--- src/rtl/xgmii_rx_parser.sv ---
`default_nettype none
// ============================================================================
// Module  : xgmii_rx_parser
// Brief   : XGMII RX frame parser - header check, request capture, payload
//           stream. Define RX_MACFILTER_EN to add the destination-MAC filter.
// Rev     : 1.0
// ============================================================================
`ifndef MAGIC_CODE
`define MAGIC_CODE 32'hC0DE_1234
`endif

module xgmii_rx_parser (
  input  logic        clk,
  input  logic        sys_rst,
  input  logic [71:0] dout,
  input  logic        empty,
  output logic        rd_en,
  input  logic [47:0] if_macaddr,
  output logic [63:0] req_addr,
  output logic [9:0]  req_len,
  output logic        req_bit64,
  output logic [63:0] out_data,
  output logic        out_valid,
  input  logic        out_ready,
  output logic        out_sop,
  output logic        out_eop,
  output logic        out_err,
  output logic [7:0]  pkt_count,
  output logic [7:0]  drop_count
);

  localparam logic [2:0]  c_IDLE    = 3'd0;
  localparam logic [2:0]  c_HDR     = 3'd1;
  localparam logic [2:0]  c_ADDR    = 3'd2;
  localparam logic [2:0]  c_PAYLOAD = 3'd3;
  localparam logic [2:0]  c_DROP    = 3'd4;
  localparam logic [15:0] c_ETYPE   = 16'h0800;
  localparam logic [7:0]  c_PROTO   = 8'h11;
  localparam logic [15:0] c_DPORT   = 16'd3422;
  localparam logic [31:0] c_MAGIC   = `MAGIC_CODE;

  logic [2:0]  r_state, w_state_next;
  logic [3:0]  r_idx;
  logic [9:0]  r_remain;
  logic        r_first;
  logic [15:0] r_type, r_dport;
  logic [7:0]  r_proto;
  logic [9:0]  r_len_sh;
  logic        r_bit64_sh;
  logic [7:0]  w_rxc;
  logic [63:0] w_rxd;
  logic        w_sof, w_eof, w_accept, w_fields_ok;
  logic [31:0] w_magic;
  logic [9:0]  w_words;
  logic        w_emit, w_emit_err, w_drop_inc, w_cap_len, w_cap_addr;

  assign w_rxc = dout[71:64];
  assign w_rxd = dout[63:0];
  assign w_sof = (w_rxc == 8'h01) && (w_rxd[7:0] == 8'hFB);
  assign w_eof = (w_rxc != 8'h00) && !w_sof;

  // Lane 2 carries the most significant magic byte.
  assign w_magic     = {w_rxd[23:16], w_rxd[31:24], w_rxd[39:32], w_rxd[47:40]};
  assign w_fields_ok = (r_type == c_ETYPE) && (r_proto == c_PROTO) &&
                       (r_dport == c_DPORT) && (w_magic == c_MAGIC);
  assign w_words     = (r_len_sh == 10'd0) ? 10'd512
                     : ({1'b0, r_len_sh[9:1]} + {9'd0, r_len_sh[0]});

`ifdef RX_MACFILTER_EN
  logic [47:0] r_dst;
  assign w_accept = w_fields_ok &&
                    ((r_dst == if_macaddr) || (r_dst == 48'hFFFF_FFFF_FFFF));
  always_ff @(posedge clk) begin
    if (sys_rst)
      r_dst <= 48'd0;
    else if (rd_en && r_state == c_HDR && r_idx == 4'd1 && !w_sof && !w_eof)
      r_dst <= {w_rxd[7:0], w_rxd[15:8], w_rxd[23:16], w_rxd[31:24], w_rxd[39:32], w_rxd[47:40]};
  end
`else
  logic w_unused_mac;
  assign w_unused_mac = ^if_macaddr;
  assign w_accept     = w_fields_ok;
`endif

  always_ff @(posedge clk) begin
    if (sys_rst)
      r_state <= c_IDLE;
    else
      r_state <= w_state_next;
  end

  always_comb begin
    w_state_next = r_state;
    if (rd_en) begin
      case (r_state)
        c_IDLE:    if (w_sof) w_state_next = c_HDR;
        c_HDR: begin
          if (w_sof)                              w_state_next = c_HDR;
          else if (w_eof)                         w_state_next = c_IDLE;
          else if (r_idx == 4'd6 && !w_accept)    w_state_next = c_DROP;
          else if (r_idx == 4'd7)                 w_state_next = c_ADDR;
        end
        c_ADDR: begin
          if (w_sof)      w_state_next = c_HDR;
          else if (w_eof) w_state_next = c_IDLE;
          else            w_state_next = c_PAYLOAD;
        end
        c_PAYLOAD: begin
          if (w_sof)                      w_state_next = c_HDR;
          else if (w_eof)                 w_state_next = c_IDLE;
          else if (r_remain == 10'd1)     w_state_next = c_DROP;
        end
        c_DROP: begin
          if (w_sof)      w_state_next = c_HDR;
          else if (w_eof) w_state_next = c_IDLE;
        end
        default: w_state_next = c_IDLE;
      endcase
    end
  end

  // Payload pops are throttled by the output register; other states always drain.
  always_comb begin
    rd_en      = !sys_rst && !empty && (r_state != c_PAYLOAD || !out_valid || out_ready);
    w_emit     = 1'b0;
    w_emit_err = 1'b0;
    w_drop_inc = 1'b0;
    w_cap_len  = 1'b0;
    w_cap_addr = 1'b0;
    if (rd_en) begin
      case (r_state)
        c_HDR: begin
          if (w_sof || w_eof)                     w_drop_inc = 1'b1;
          else if (r_idx == 4'd6 && !w_accept)    w_drop_inc = 1'b1;
          else if (r_idx == 4'd7)                 w_cap_len  = 1'b1;
        end
        c_ADDR: begin
          if (w_sof || w_eof) w_drop_inc = 1'b1;
          else                w_cap_addr = 1'b1;
        end
        c_PAYLOAD: begin
          w_emit = 1'b1;
          if (w_sof || w_eof) begin
            w_emit_err = 1'b1;
            w_drop_inc = 1'b1;
          end
        end
        default: ;
      endcase
    end
  end

  always_ff @(posedge clk) begin
    if (sys_rst) begin
      r_idx      <= 4'd0;
      r_remain   <= 10'd0;
      r_first    <= 1'b0;
      r_type     <= 16'd0;
      r_proto    <= 8'd0;
      r_dport    <= 16'd0;
      r_len_sh   <= 10'd0;
      r_bit64_sh <= 1'b0;
      req_addr   <= 64'd0;
      req_len    <= 10'd0;
      req_bit64  <= 1'b0;
      out_data   <= 64'd0;
      out_valid  <= 1'b0;
      out_sop    <= 1'b0;
      out_eop    <= 1'b0;
      out_err    <= 1'b0;
      pkt_count  <= 8'd0;
      drop_count <= 8'd0;
    end else begin
      if (rd_en) begin
        if (w_sof)
          r_idx <= 4'd1;
        else if (r_state == c_HDR || r_state == c_ADDR)
          r_idx <= r_idx + 4'd1;
      end
      if (rd_en && r_state == c_HDR && !w_sof && !w_eof) begin
        case (r_idx)
          4'd2:    r_type  <= {w_rxd[39:32], w_rxd[47:40]};
          4'd3:    r_proto <= w_rxd[63:56];
          4'd5:    r_dport <= {w_rxd[39:32], w_rxd[47:40]};
          default: ;
        endcase
      end
      if (w_cap_len) begin
        r_len_sh   <= w_rxd[9:0];
        r_bit64_sh <= w_rxd[29];
      end
      // Request header is published atomically once the address word lands.
      if (w_cap_addr) begin
        req_addr  <= w_rxd;
        req_len   <= r_len_sh;
        req_bit64 <= r_bit64_sh;
        r_remain  <= w_words;
        r_first   <= 1'b1;
      end
      if (out_valid && out_ready) begin
        out_valid <= 1'b0;
        out_sop   <= 1'b0;
        out_eop   <= 1'b0;
        out_err   <= 1'b0;
        if (out_eop && !out_err)
          pkt_count <= pkt_count + 8'd1;
      end
      if (w_emit) begin
        out_valid <= 1'b1;
        if (w_emit_err) begin
          out_data <= 64'd0;
          out_sop  <= 1'b0;
          out_eop  <= 1'b1;
          out_err  <= 1'b1;
        end else begin
          out_data <= w_rxd;
          out_sop  <= r_first;
          out_eop  <= (r_remain == 10'd1);
          out_err  <= 1'b0;
          r_first  <= 1'b0;
          r_remain <= r_remain - 10'd1;
        end
      end
      if (w_drop_inc)
        drop_count <= drop_count + 8'd1;
    end
  end

endmodule

`default_nettype wire
--- config.mk ---
export PLATFORM = sky130hd
export DESIGN_NAME = xgmii_rx_parser
export DESIGN_NICKNAME = d
export VERILOG_FILES = /design/src/rtl/xgmii_rx_parser.sv
export SDC_FILE = /design/constraint.sdc
export NUM_CORES = 1
export LEC_CHECK = 0
export ABC_AREA = 1
export CORE_UTILIZATION = 42
export CTS_CLUSTER_DIAMETER = 150
export DETAILED_ROUTE_END_ITERATION = 8
export GPL_TIMING_DRIVEN = 1
export PLACE_DENSITY_LB_ADDON = 0.12
export SLEW_MARGIN = 20
export SYNTH_ARGS = -nofsm -noshare
export SYNTH_HDL_FRONTEND = slang
export SYNTH_SLANG_ARGS = --single-unit
export TNS_END_PERCENT = 5
--- constraint.sdc ---
create_clock -name clk -period 1.75 [get_ports clk]
set_input_delay 0.4375 -clock clk [delete_from_list [all_inputs] [get_ports clk]]
set_output_delay 0.4375 -clock clk [all_outputs]
set_load 0.01 [all_outputs]
==> summary.txt <==
Status
  – Outcome: finished with violations
  – Violated checks: setup timing

Cells and area
  – Final design utilization: 0.633
  – Finished Layout Cells: 1716
  – Commonest non-fill, non-tap cells in the layout: dfxtp_1, dlygate4sd2_1, a21oi_1, o21ai_0, inv_1
  – Area delta synth->final: 47.5%
  – Commonest non-fill, non-tap cell in the layout: dfxtp_1
  – Post-route cell area: around 0.013 sq mm
  – Layout cells sized above 1: 0.152
  – N_diodes: 0
  – Nets: 1559

Logic synthesis
  – Syn avg cell area: 7.99 sq um
  – Gate Count Post-Synth: roughly 1100
  – Syn nets: 1266
  – Seq/Total Area, Yosys: 0.505
  – Post-synthesis register bit count: roughly 230
  – Post-Syn Area: 0.00905 sq mm
  – Yosys cell types: 41
  – Yosys warning count: 0

Setup path
  – Worst path arrival time: 1330 ps
  – CP max-delay cell: dfxtp_2
  – R2R Path Start: r_proto[3]
  – Worst path bufs/invs: 3
  – Crit end category: primary output
  – Critical Path RT: 1310 ps
  – Worst-path cell chain: inv_2 -> nand3_4 -> o21ai_4 -> inv_4 -> buf_6
  – Crit start category: register
  – CP startpoint: r_state[2]
  – Worst-path fanout max: 3
  – Crit Path Class: reg -> out
  – Critical path's top delay family: flip-flops
  – Crit path largest cell delay: roughly 330 ps

Worst hold path
  – Min-delay src: out_ready
  – Hold Path Class: in -> reg

Global route
  – Vias in the first global route: 8016
  – Largest net degree at the start of global routing: 75
  – Initial antenna violation count: 0
  – First-pass GRT wire length: roughly 39000 um
  – All-Layer GR Usage: 0.215
  – Remaining Overflow, GRT: 0

STA
  – PnR worst setup slack: -14.2 ps
  – Final Max Tran Viols: 0
  – Final Hold Vio Count: 0
  – Sum Neg Setup Slack: -14.2 ps
  – Tmin final: 1760 ps
  – Worst Skew: between 15 and 20 ps
  – Final setup vio count: 1
  – Fmax: 567 MHz
  – Slew HR: 0.713
  – Final worst-path cycle share: 1.01
  – Worst Tran Pin Value: ~430 ps
  – RSZ-0062 raised after global routing: true

CTS
  – Clock Latency Late Sink: 520 ps
  – CTS buffer count: 25
  – Clock Tree Buf Depth: 3
  – # H-tree levels: 1
  – Post-CTS Hold Buffers: 0
  – Root buffer cell: clkbuf_16
  – Clock Sinks: 228
  – CTS tree: built
  – Worst-path clk slew: 60 ps

Pwr
  – PwrDens: 865 mW/mm^2
  – Leak: 6.29 nW
  – Max VDD drop: 763 uV

Die
  – Die Y: 149 um
  – Core ar.: 0.0211 sq mm
  – Die Wd: 149 um
  – Io pins: roughly 280
  – Initial Util: 0.429
  – Die area: 0.0221 sq mm
  – Site row count: 53

Drt
  – Router iterations before antenna repair: 4
  – DR top layer: met4
  – WL met3: around 1500 um
  – Number of DRC markers in iteration 0: ~360
  – DR WL/cell: about 15 um
  – WL final: 24900 um
  – Post-DRT Antenna Nets: 0
  – WL met1: 11800 um
  – Vias per cell: approximately 5.0
  – DRC viols: 0
  – Met2 routed WL: about 11000 um
  – Via count: 8623

Placement
  – Instance area at placement: ~0.012 sq mm
  – Cell Count Post-Placement: approximately 1700
  – Post-DP HPWL: 16900 um
  – Port Buffers: 235
  – Placement Setup Slack: -624 ps
  – GP Congestion: 0.829

Job
  – Maximum Capacitance Violations: 0
area by class of cell:
cell class                 instances  area (sq um)
fill                            1929          7740
clock buffer                      27           653
timing repair buffer             333          3210
clock inverter                    16           272
tap                              275           344
multi-input combinational        713          3810
sequential                       228          4580
inverter                         124           483
cells by family (layout without fill, tap and decap cells):
family          count (synthesis)  count (layout)  synth area share
flops                         228             228             0.505
xor+xnor                       15              15            0.0145
compound gates                364             364             0.208
fa+ha+maj                      10              10            0.0138
buf+inv                       191             500            0.0913
simple gates                  324             324             0.167
sequential cells by signal, summed over array words and instances, names as in the netlist:
name and count:
r_type 16, drop_count 8, r_first 1, r_dport 16, pkt_count 8, req_bit64 1
req_len 10, r_state 3, r_remain 10, out_err 1, req_addr 64, r_len_sh 10
out_valid 1, out_sop 1, out_data 64, out_eop 1, r_bit64_sh 1, r_idx 4
r_proto 8
synth_stat cells (all sizes together):
| cell | count | share of area |
|---|---|---|
| o21ai | 209 | 0.12 |
| nand3 | 104 | 0.059 |
| nand3b | 3 | 0.0025 |
| a32o | 1 | 0.0011 |
| nand2 | 76 | 0.034 |
| nand4 | 12 | 0.0083 |
| buf | 40 | 0.028 |
| o22ai | 1 | 0.00069 |
| xnor2 | 3 | 0.0029 |
| or2 | 2 | 0.0014 |
| and2 | 1 | 0.00069 |
| dfxtp | 228 | 0.50 |
| ha | 10 | 0.014 |
| a31oi | 3 | 0.0021 |
| o311ai | 1 | 0.00097 |
| clkbuf | 27 | 0.011 |
| nor2 | 110 | 0.051 |
| and3 | 1 | 0.00069 |
| a21oi | 143 | 0.080 |
| nor3 | 12 | 0.0077 |
| inv | 124 | 0.052 |
| xor2 | 12 | 0.012 |
| nor4 | 2 | 0.0014 |
| nor3b | 1 | 0.00083 |
| o221ai | 3 | 0.0043 |
| o211ai | 3 | 0.0025 |
worst min-delay path: stages:
cell,delay [ps]
dlymetal6s2s_1,100
inv_1,50
nand2_2,80
a21oi_1,60
metal layers:
layer	GRT usage	up-vias
met5	0	-
met3	0.0346	38
met1	0.297	3949
met4	0.0505	0
li1	-	4398
met2	0.351	238
path summary, 6_finish.rpt:
path,end,slack [ps],cells after the start
worst max-delay path,rd_en,-10,5
worst min-delay path,out_valid,260,4
worst max register to register,r_len_sh[6],10,12
worst min register to register,pkt_count[7],460,1
what timing repair did:
| action | CTS | global route |
|---|---|---|
| hold endpoints to repair | 0 | 0 |
| pin swaps | 1 | 32 |
| setup endpoints to repair | 189 | 164 |
| gates resized for setup | 178 | 69 |
| gates cloned | 0 | 5 |
| setup buffers | 1 | 9 |
power breakdown:
part / total, mW / switching [mW] / internal, mW
registers: 5.19 / 0.000143 / 5.19
logic: 0.463 / 0.231 / 0.233
clock network: 5.89 / 2.16 / 3.73
stage by stage:
stage | hold slack [ps] | power [mW]
4_1_cts | 459 | 11.6
3_5_place_dp | 458 | 5.77
6_report | 260 | 11.5
3_3_place_gp | 452 | 5.77
2_1_floorplan | 440 | 5.46
5_1_grt | 282 | 11.9
Power figures use the tool's default switching activity.
==> RTL edit: new RTL, config.mk and constraints unchanged <==
Compare `r_idx` against `4'd7` with >= in place of ==.
--- a/src/rtl/xgmii_rx_parser.sv
+++ b/src/rtl/xgmii_rx_parser.sv
@@ -132,7 +132,7 @@
         c_HDR: begin
           if (w_sof || w_eof)                     w_drop_inc = 1'b1;
           else if (r_idx == 4'd6 && !w_accept)    w_drop_inc = 1'b1;
-          else if (r_idx == 4'd7)                 w_cap_len  = 1'b1;
+          else if (r_idx >= 4'd7)                 w_cap_len  = 1'b1;
         end
         c_ADDR: begin
           if (w_sof || w_eof) w_drop_inc = 1'b1;
Function: no difference found for any inputs over 4 cycles, from zero or initial values and one cycle with sys_rst high; that may be too few to reach the edited logic, so the function may still have changed.
==> RTL edit against the unedited design <==
The run still ends with setup timing left; cell area increased by 0.20%; critical path depth stayed put; sequential power about the same; total power down 9.0%; area after synthesis grew 0.90%; first-iteration DRC count up 49%; setup slack got worse by 0.038 ns; routed wire length up 5.3%; die area is 0.89% higher; sequential cell count unchanged; clock skew is 0.0027 ns lower; register-to-register slack worse by 0.05 ns; critical path type unchanged; critical endpoint unchanged; largest cell class unchanged.
==> RTL edit: results (changes against the unedited design) <==
\begin{tabular}{lr}
\hline
Metric & Value \\
\hline
\multicolumn{2}{l}{\textbf{Place}} \\
Post-placement setup slack & -0.660 ns (-0.0357 ns) \\
Global placer's final weighted congestion & 0.844 (+1.9\%) \\
HPWL reported at the end of detailed placement & 18,200 um (+8.0\%) \\
\multicolumn{2}{l}{\textbf{STA}} \\
Post-route clock skew & 0.0133 ns (-0.00272 ns) \\
Setup violators final & 14 (+13) \\
Slew margin rel. & 0.783 (+0.0697) \\
Fin worst setup slack & -0.0522 ns (-0.0381 ns) \\
\multicolumn{2}{l}{\textbf{Global route}} \\
Met3 usage in global routing & 0.0320 (-0.00254) \\
Met2 usage & 0.394 (+0.0423) \\
Number of global-route vias before repair & 8,101 (+1.1\%) \\
Wire length of the first global-routing pass & 40,900 um (+3.9\%) \\
Met1 Track Usage GR & 0.290 (-0.00708) \\
Global-route usage over all layers & 0.226 (+0.0114) \\
\multicolumn{2}{l}{\textbf{Outcome}} \\
Violated checks & setup timing \\
Result of the run & finished with violations \\
\multicolumn{2}{l}{\textbf{Clock network}} \\
Master cell of the clock root buffer & clkbuf\_16 \\
Total clock buffers created by CTS & 24 (-4.0\%) \\
Buffers from clock root to sink, at most & 3 (unchanged) \\
\multicolumn{2}{l}{\textbf{Yosys}} \\
Top cells by area, synth & dfxtp\_1, o21ai\_0, a21oi\_1 \\
Leading cell types by count after synthesis & dfxtp\_1, o21ai\_0, inv\_1 \\
Synthesized Nets & 1,314 (+3.8\%) \\
Number of distinct standard cells referenced by the synthesized netlist & 36 (-12\%) \\
Post-synthesis sequential area ratio & 0.500 (-0.00450) \\
\multicolumn{2}{l}{\textbf{Route}} \\
Detailed-route wire length per cell & 14.7 um (+1.4\%) \\
Amount of wire on met3 after detailed routing & 1400 um (-7.7\%) \\
Router iterations before antenna repair & 5 (+1) \\
Number of DRC markers after the initial detailed-route iteration & 528 (+49\%) \\
Total vias in the final route & 8,893 (+3.1\%) \\
Wire length the detailed router placed on met1 & 11,400 um (-2.9\%) \\
Wire length on met2 & 12,800 um (+15\%) \\
\multicolumn{2}{l}{\textbf{Power}} \\
Worst IR Drop VDD & 0.000629 V (-17\%) \\
Static power due to leakage & 6.30 nW (+0.25\%) \\
\multicolumn{2}{l}{\textbf{Finish}} \\
\# fillers & 1,905 (-1.2\%) \\
Fin nets & 1,625 (+4.2\%) \\
Fraction of final layout cells with drive strength greater than 1 & 0.137 (-0.0146) \\
\multicolumn{2}{l}{\textbf{Worst setup path}} \\
Arrival time of data at the critical path endpoint & 1.36 ns (+0.03 ns) \\
\hline
\end{tabular}
[RTL edit: power by group]
group          switching, mW  total, mW  internal (mW)
clock                   1.99       4.81           2.82
sequential          0.000171       5.19           5.19
combinational          0.243      0.504          0.261
[RTL edit: final cells by class]
class,instances,area [sq um],area share
Sequential cell,228,4570,0.342
Multi-Input combinational cell,730,3810,0.285
Timing Repair Buffer,350,3300,0.246
Clock buffer,37,721,0.0539
Inverter,156,592,0.0443
Tap cell,275,344,0.0257
Clock inverter,5,27.5,0.00206
Timing Repair inverter,1,5.00,0.000374
[RTL edit: logic make-up (layout without fill, tap and decap cells)]
kind of cell,after synthesis,in the layout,synth area share
buffers and inverters,222,549,0.0984
DFF,228,228,0.500
AOI/OAI and AO/OA,366,366,0.205
adders and majority gates,10,10,0.0137
xor gates and xnor gates,18,18,0.0173
and+or+nand+nor,336,336,0.165
[RTL edit: through the flow]
step	std cells	instance area (sq um)	setup TNS (ns)
floorplan	1180	9130	0
global placement	1726	12500	-118.24
detailed placement	1726	12500	-122.79
CTS	1769	13100	-0.0890
global route	1782	13400	-6.69
finish	1782	13400	-0.417
[RTL edit: critical path, delay by kind of cell, from the launching register on]
family / cells / cell delay [ns]
and+or+nand+nor: 1 / 0.08
buffers and inverters: 3 / 0.28
DFF: 1 / 0.34
AOI/OAI and AO/OA: 1 / 0.14
[RTL edit: final timing paths]
kind | slack [ns] | cells after the start | to | startpoint
hold / removal | 0.39 | 5 | out_valid | out_ready
hold reg to reg | 0.44 | 2 | r_type[1] | r_type[1]
setup / recovery | -0.05 | 5 | rd_en | r_state[2]
setup reg to reg | -0.04 | 12 | r_remain[6] | r_state[2]
